$ cat src/rtl/load_scoreboard_pkg.sv
// Opcode[6:2] classes and operand-validity decode shared by the load scoreboard
// and the X/M/W forwarding unit.
package load_scoreboard_pkg;

  localparam logic [4:0] OPC_LOAD     = 5'b00000;
  localparam logic [4:0] OPC_MISC_MEM = 5'b00011;
  localparam logic [4:0] OPC_AUIPC    = 5'b00101;
  localparam logic [4:0] OPC_STORE    = 5'b01000;
  localparam logic [4:0] OPC_OP       = 5'b01100;
  localparam logic [4:0] OPC_LUI      = 5'b01101;
  localparam logic [4:0] OPC_BRANCH   = 5'b11000;
  localparam logic [4:0] OPC_JAL      = 5'b11011;

  function automatic logic rs1_valid(input logic [4:0] opc);
    case (opc)
      OPC_LUI, OPC_AUIPC, OPC_JAL: rs1_valid = 1'b0;
      default:                     rs1_valid = 1'b1;
    endcase
  endfunction

  function automatic logic rs2_valid(input logic [4:0] opc);
    case (opc)
      OPC_BRANCH, OPC_OP, OPC_STORE: rs2_valid = 1'b1;
      default:                       rs2_valid = 1'b0;
    endcase
  endfunction

  function automatic logic rd_valid(input logic [4:0] opc, input logic [4:0] rd);
    case (opc)
      OPC_BRANCH, OPC_STORE: rd_valid = 1'b0;
      default:               rd_valid = (rd != 5'd0);
    endcase
  endfunction

endpackage

$ cat src/rtl/load_scoreboard_sb_counter.sv
// Saturating up/down counter of loads in flight; flags a decrement attempted at zero.
module sb_counter #(
  parameter int MAX = 4,
  parameter int W   = 3
) (
  input  logic         clock,
  input  logic         reset,
  input  logic         inc,
  input  logic         dec,
  output logic [W-1:0] count,
  output logic         underflow
);

  localparam logic [W-1:0] MAX_C = W'(MAX);
  localparam logic [W-1:0] ONE_C = W'(1);

  assign underflow = dec && (count == {W{1'b0}});

  // An unmatched decrement at zero is dropped, so it never cancels a real increment.
  always_ff @(posedge clock or posedge reset) begin
    if (reset) begin
      count <= {W{1'b0}};
    end else begin
      case ({inc, dec})
        2'b10: if (count != MAX_C) count <= count + ONE_C;
        2'b01: if (!underflow)     count <= count - ONE_C;
        2'b11: if (underflow)      count <= count + ONE_C;
        default: count <= count;
      endcase
    end
  end

endmodule

$ cat src/rtl/load_scoreboard.sv
// Decode-stage scoreboard for loads: tracks registers awaiting a memory response
// and stalls dependent instructions, full-queue loads and fences.
module load_scoreboard
  import load_scoreboard_pkg::*;
#(
  parameter  int MAX_OUTSTANDING = 4,
  localparam int CNT_W           = $clog2(MAX_OUTSTANDING + 1)
) (
  input  logic             clock,
  input  logic             reset,
  input  logic             d_valid,
  input  logic [6:0]       d_opcode,
  input  logic [4:0]       d_rs1,
  input  logic [4:0]       d_rs2,
  input  logic [4:0]       d_rd,
  input  logic             d_flush,
  input  logic             rsp_valid,
  input  logic [4:0]       rsp_rd,
  output logic             stall,
  output logic [CNT_W-1:0] outstanding,
  output logic             busy,
  output logic             sb_error
);

  localparam logic [CNT_W-1:0] MAX_C = CNT_W'(MAX_OUTSTANDING);

  // Bit 0 is kept at zero so x0 indexing never reports a hazard.
  logic [31:0] pending;
  logic [31:0] pending_next;
  logic [4:0]  opc;
  logic        raw, waw, full, fence_wait;
  logic        issue, load_issue, underflow, rsp_stray;
  logic        unused_opc;

  assign opc        = d_opcode[6:2];
  assign unused_opc = &{1'b0, d_opcode[1:0]};

  // Hazard terms come from registered state only; no response-to-decode bypass.
  always_comb begin
    raw        = (rs1_valid(opc) && pending[d_rs1]) ||
                 (rs2_valid(opc) && pending[d_rs2]);
    waw        = rd_valid(opc, d_rd) && pending[d_rd];
    full       = (opc == OPC_LOAD) && (outstanding == MAX_C);
    fence_wait = (opc == OPC_MISC_MEM) && (outstanding != {CNT_W{1'b0}});
  end

  assign stall      = d_valid && !d_flush && (raw || waw || full || fence_wait);
  assign issue      = d_valid && !d_flush && !stall;
  assign load_issue = issue && (opc == OPC_LOAD);
  assign rsp_stray  = rsp_valid && (rsp_rd != 5'd0) && !pending[rsp_rd];
  assign busy       = (outstanding != {CNT_W{1'b0}});

  // Set and clear never target the same register in one cycle because waw blocks it.
  always_comb begin
    pending_next = pending;
    if (load_issue && (d_rd != 5'd0)) begin
      pending_next[d_rd] = 1'b1;
    end else begin
      pending_next = pending_next;
    end
    if (rsp_valid && (rsp_rd != 5'd0)) begin
      pending_next[rsp_rd] = 1'b0;
    end else begin
      pending_next = pending_next;
    end
    pending_next[0] = 1'b0;
  end

  // Pending-register vector.
  always_ff @(posedge clock or posedge reset) begin
    if (reset) begin
      pending <= 32'd0;
    end else begin
      pending <= pending_next;
    end
  end

  // Sticky protocol-violation flag: unmatched or stray responses.
  always_ff @(posedge clock or posedge reset) begin
    if (reset) begin
      sb_error <= 1'b0;
    end else if (rsp_valid && (underflow || rsp_stray)) begin
      sb_error <= 1'b1;
    end
  end

  sb_counter #(
    .MAX (MAX_OUTSTANDING),
    .W   (CNT_W)
  ) u_counter (
    .clock     (clock),
    .reset     (reset),
    .inc       (load_issue),
    .dec       (rsp_valid),
    .count     (outstanding),
    .underflow (underflow)
  );

endmodule

$ cat config.mk
export PLATFORM = sky130hd
export DESIGN_NAME = load_scoreboard
export DESIGN_NICKNAME = d
export VERILOG_FILES = /design/src/rtl/load_scoreboard_pkg.sv /design/src/rtl/load_scoreboard_sb_counter.sv /design/src/rtl/load_scoreboard.sv
export SDC_FILE = /design/constraint.sdc
export NUM_CORES = 1
export LEC_CHECK = 0
export CAP_MARGIN = 40
export CORE_ASPECT_RATIO = 1.75
export CORE_UTILIZATION = 60
export DETAILED_ROUTE_END_ITERATION = 10
export PLACE_DENSITY = 0.86
export RECOVER_POWER = 25
export REMOVE_ABC_BUFFERS = 1
export SYNTH_ARGS = -nofsm -noshare
export SYNTH_HDL_FRONTEND = slang
export SYNTH_SLANG_ARGS = --single-unit
$ cat constraint.sdc
create_clock -name clock -period 4.8 [get_ports clock]
set_input_delay 0.48 -clock clock [delete_from_list [all_inputs] [get_ports clock]]
set_output_delay 0.48 -clock clock [all_outputs]
set_load 0.1 [all_outputs]
* Yosys cells after proc, flatten, opt, wreduce, memory -nomap -nowiden
Cells that the tools add are included.
** Operators by class
- Bitwise logic cells :: 3
- Reduce and logical (&&, ||, !) cells :: 34
- $add $sub $neg :: 2
- Magnitude comparators :: 6
- Equal/unequal tests :: 15
- Mux-type cells :: 21
** Operators by type and width (count)
- $mux 32 :: 2
- $and 32x32->32 :: 1
- $not 32->32 :: 1
- $or 32x32->32 :: 1
- $lt 5x6->1 const B :: 4
- $bmux 1 s5 :: 4
- $logic_and 1x1->1 :: 16
- $eq 5x4->1 const B :: 3
- $demux 1 s5 :: 2
- $eq 5x5->1 const B :: 2
- $ge 5x1->1 const B :: 2
- $reduce_bool 5->1 :: 2
- $mux 1 :: 9
- $mux 3 :: 3
- $pmux 3 s3 :: 1
- $reduce_bool 3->1 :: 2
- $reduce_or 3->1 :: 2
- $eq 5x2->1 const B :: 1
- $eq 5x3->1 const B :: 1
- $logic_not 5->1 :: 1
- $logic_or 1x1->1 :: 5
- $eq 2x2->1 const B :: 2
- $ne 2x2->1 const B :: 2
- $reduce_and 4->1 :: 1
- other kinds (9) :: 11
** Storage, ports and cells
- Bits of input ports :: 32
- Logic and storage cells :: 84
- Register bits :: 35

* Depth between registers and ports, before layout
- Depth in word-level cells :: 16
- Depth in mapped cells :: 15
- Gate-level depth less buffers :: 11

* By module
A second synthesis with hierarchy kept.
** Unflattened totals
- Cells, all modules :: 355
- Area, all modules :: 3303.2 sq um
** By module, submodules not included
- load_scoreboard :: instances 1, cells an instance 323, area each 3021.6 sq um, seq. area each 800.8 sq um
- sb_counter :: instances 1, cells an instance 32, area each 281.5 sq um, seq. area each 75.1 sq um

* Worst setup path before layout
OpenSTA, ideal clock, no wires.
- Kind :: input to output
- Start point :: input d_rs2[0]
- End point :: output stall
- Arrival time :: 4212 ps
- Cell stages on the path :: 7
- Path slack :: 108 ps
- Cell sequence :: buf_1 > mux2i_1 > a221oi_1 > a22oi_1 > o211ai_1 > nand3_1 > a311oi_1
** On the way
- Longest elaborated chain between the ends :: 8
** Ends and longest elaborated chain
- start: declaration :: line load_scoreboard.sv:14 : input logic [4:0] d_rs2,
- $bmux 1 s5 :: line load_scoreboard.sv:41 : (rs2_valid(opc) && pending[d_rs2]);
- $mux 1 (not written as such) :: line load_scoreboard.sv:41
- $logic_and 1x1->1 :: line load_scoreboard.sv:41
- $logic_or 1x1->1 :: line load_scoreboard.sv:40 : raw = (rs1_valid(opc) && pending[d_rs1]) ||
- $logic_or 1x1->1 (3 in series) :: line load_scoreboard.sv:47 : assign stall = d_valid && !d_flush && (raw || waw || full || fence_wait);
- $logic_and 1x1->1 :: line load_scoreboard.sv:47
- end: declaration :: line load_scoreboard.sv:19 : output logic stall,
No other way between the ends. The select of a mux whose other input is x is not followed.

* Worst setup path after layout
- Start point :: input d_rs1[1]
- End point :: register u_counter.count[1]
** On the way
- Longest elaborated chain between the ends :: 14
- Elaborated cells between the ends (all ways) :: 20
- Those cells by class :: eq/ne: 6; mux: 3; reduce/logical: 11
** Ends and longest elaborated chain
- start: declaration :: line load_scoreboard.sv:13 : input logic [4:0] d_rs1,
- $bmux 1 s5 (*) :: line load_scoreboard.sv:40
- $mux 1 (not written as such) (*) :: line load_scoreboard.sv:40
- $logic_and 1x1->1 (*) :: line load_scoreboard.sv:40
- $logic_or 1x1->1 (*) :: line load_scoreboard.sv:40
- $logic_or 1x1->1 (*) (3 in series) :: line load_scoreboard.sv:47
- $logic_and 1x1->1 (*) :: line load_scoreboard.sv:47
- $logic_not 1->1 (*) :: line load_scoreboard.sv:48 : assign issue = d_valid && !d_flush && !stall;
- $logic_and 1x1->1 (*) :: line load_scoreboard.sv:48
- $logic_and 1x1->1 (*) :: line load_scoreboard.sv:49 : assign load_issue = issue && (opc == OPC_LOAD);
- $eq 2x2->1 or $eq 2x1->1 (tied branches) :: line load_scoreboard_sb_counter.sv:24 : case ({inc, dec})
- $ne 2x1->1 (no line) (tied with other cells)
- $reduce_and 4->1 (no line)
- end signal: assignment :: line load_scoreboard_sb_counter.sv:25 : 2'b10: if (count != MAX_C) count <= count + ONE_C;
- end signal: assignment :: line load_scoreboard_sb_counter.sv:26 : 2'b01: if (!underflow) count <= count - ONE_C;
- end signal: assignment :: line load_scoreboard_sb_counter.sv:27 : 2'b11: if (underflow) count <= count + ONE_C;
- end: declaration :: line load_scoreboard_sb_counter.sv:10 : output logic [W-1:0] count,
Mark *: on every way between the ends. The rest lies on a longest branch, timed or not. The select of a mux whose other input is x is not followed.
A chain may end at the register's enable or synchronous reset.

==> metrics.txt <==
status complete, but fails checks; failing checks max-capacitance violations, max-slew violations; Synth Area per Inst 9.95 µm²; Global Route Usage Sum 37.1%; Max Clock Freq 266 MHz; setup violators final 0; count of buffers from port buffering 35; register bit count reported by yosys 35; CP max FO 8; min-delay src sb_error; DRC viols 0; reg-to-reg setup timing slack 1730 ps; maximum clock insertion buffer count 2; Main synth FF type dfrtp_1; die area 5150 µm²; Max IR drop VDD 0.397 mV; vias in the first global route 2,700; # diodes 0; CP startpoint d_rs1[1]; Die H 94.2 µm; DRT iter0 DRCs around 190; Final ANT Viol Nets 0; Die W between 50 and 60 µm; Pleak 1.37 nW; grt total ovfl 0; dpl hpwl 6230 µm; clk sinks 35; total CTS buffers 5; Starting Density between 60% and 70%; placed cell count 367; Final Skew 4.17 ps; Final Util 73.0%; top-area cell type share of the netlist area a little under a third; register area share after synthesis 30.1%; ratio of cells with drive above 1 in the final layout 15.5%; root buf cell clkbuf_8; final cell count without fillers 375; Max-Cap Viols 1; Ys Warns 0; Avg WL per Cell 22.9 µm; total power ~0.00095 W; synth top area cells dfrtp_1 (30%), mux4_2 (16%), a31oi_1 (6.9%); vias post-DR 2,749; Worst R2R Start pending[27]; initial antenna violation count 0; post-synthesis to final-layout area growth 16.9%; Worst setup SP type input port; postcts setup bufs 0; post-CTS sizing 0; PwrDens 279 nW/µm²; gpl congestion between 0.9 and 1; WHS Endpoint sb_error; vias per cell 7.33; Final Critical Period 3750 ps; final hold violations 0; Tcrit/Tclk final approximately four fifths; global-route wire length before repair 13,300 µm; WL final 8580 µm; CP endpoint kind register; nets 355; hold buffer count at cts 0; RSZ-0062 raised after global routing no; pin count of the biggest net entering global routing 38; Netlist cell types 56; Setup CP Type in2reg; Post-Syn Area 2910 µm²; reg2reg end u_counter.count[1]; worst hold path class reg2reg; CORE AREA ~4700 µm²; Fin Setup TNS 0 ps; H-tree Lvls 2; number of synthesized flops with an enable pin 0; Slew headroom -23.1%; Ports 38; Mapped Cells 293; crit path DAT 3950 ps; Clock Latency Late Sink between 200 and 300 ps; Worst Path Required 5000 ps; Worst-Margin Slew 1850 ps; fin. max-slew vios 36; DR pass1 iterations 6; top cells by count, synth a21oi_1 (36), dfrtp_1 (35), a31oi_1 (32), mux4_2 (21), nor2_1 (19); Rows 33; Async SR Flop Fraction between 90% and 100%; hold depth 1; Synth area leader dfrtp_1; count leader, synth a21oi_1; CTS tree yes; Worst Reg2Reg Path Length in Cells 10; clock-pin slew on the worst setup and hold paths approximately 70 ps
metrics by stage:
stage / setup WS, ps / area, µm² / hold WS, ps
final: 1050 / 3410 / 472
after global routing: 865 / 3410 / 500
after CTS: 1030 / 3410 / 471
after detailed placement: 746 / 3310 / 451
after global placement: 832 / 3240 / 450
after floorplan: 486 / 2780 / 532
layout by cell type, fill, tap and decap left out, types with 3 or more instances in the layout:
| cell | synthesis | final |
|---|---|---|
| a21oi_1 | 36 | 36 |
| dfrtp_1 | 35 | 35 |
| clkdlybuf4s50_1 | 0 | 33 |
| a31oi_1 | 32 | 32 |
| mux4_2 | 21 | 21 |
| nor2_1 | 19 | 19 |
| mux2i_1 | 18 | 18 |
| nand2_1 | 10 | 10 |
| inv_1 | 9 | 9 |
| nor2b_1 | 7 | 7 |
| nand2b_1 | 7 | 7 |
| clkbuf_8 | 0 | 7 |
| o21ai_0 | 6 | 6 |
| buf_4 | 0 | 5 |
| buf_8 | 3 | 5 |
| nand3b_1 | 4 | 4 |
| a221oi_1 | 4 | 4 |
| nor3_1 | 4 | 4 |
| mux2_1 | 3 | 3 |
| nor3b_2 | 3 | 3 |
| o22ai_1 | 3 | 3 |
| nor3b_1 | 3 | 3 |
| and2_1 | 3 | 3 |
| o211ai_1 | 3 | 3 |
| nand3_1 | 3 | 3 |
worst max-delay path: stages:
cell             delay, ps
clkdlybuf4s50_1        820
mux4_1                 610
mux4_2                 490
nor2_2                 110
a311oi_2                80
a211oi_4               260
nor2b_1                 80
fa_1                   560
nand2b_1               130
a21oi_1                 80
nor4_2                 250
per-layer routing:
layer | GRT usage (%) | vias to the layer above | share of wire (%)
met5 | 0 | - | 0
met4 | 26.9 | 0 | 5.8
met3 | 6.80 | 41 | 7.4
met2 | 60.9 | 177 | 52
met1 | 40.1 | 1318 | 35
li1 | - | 1213 | -
worst max-delay path by stage:
stage / cells after the start / slack [ps] / end
detailed placement: 11 / 750 / u_counter.count[1]
floorplan: 4 / 490 / stall
global placement: 11 / 830 / u_counter.count[1]
CTS: 11 / 1030 / u_counter.count[1]
global route: 11 / 860 / u_counter.count[1]
finish: 11 / 1050 / u_counter.count[1]
report_power, final:
| group | leakage, nW | switching [W] | total (W) | internal [W] |
|---|---|---|---|---|
| clock | 0.0515 | 0.000104 | 0.000235 | 0.000131 |
| sequential | 0.481 | 0.0000212 | 0.000327 | 0.000306 |
| combinational | 0.833 | 0.000238 | 0.000389 | 0.000151 |
layout make-up:
type                       count  area [µm²]
clock buffer                   8         100
fill                         344        1260
inverter                       9        33.8
multi-input combinational    226        1880
sequential                    35         876
tap                           52        65.1
timing repair buffer          45         457
sequential cells by signal (all words and copies together), names as in the netlist:
signal	cells
pending	31
u_counter.count	3
sb_error	1
kinds of logic (layout without fill, tap and decap cells):
family,Yosys count,after routing,share of synthesized area [%]
muxes,44,44,24.9
AOI/OAI and AO/OA,104,104,23.0
adders and majority gates,1,1,0.687
and+or+nand+nor,77,77,15.5
buffers and inverters,32,62,5.84
DFF,35,35,30.1
(Power assumes the default switching activity.)
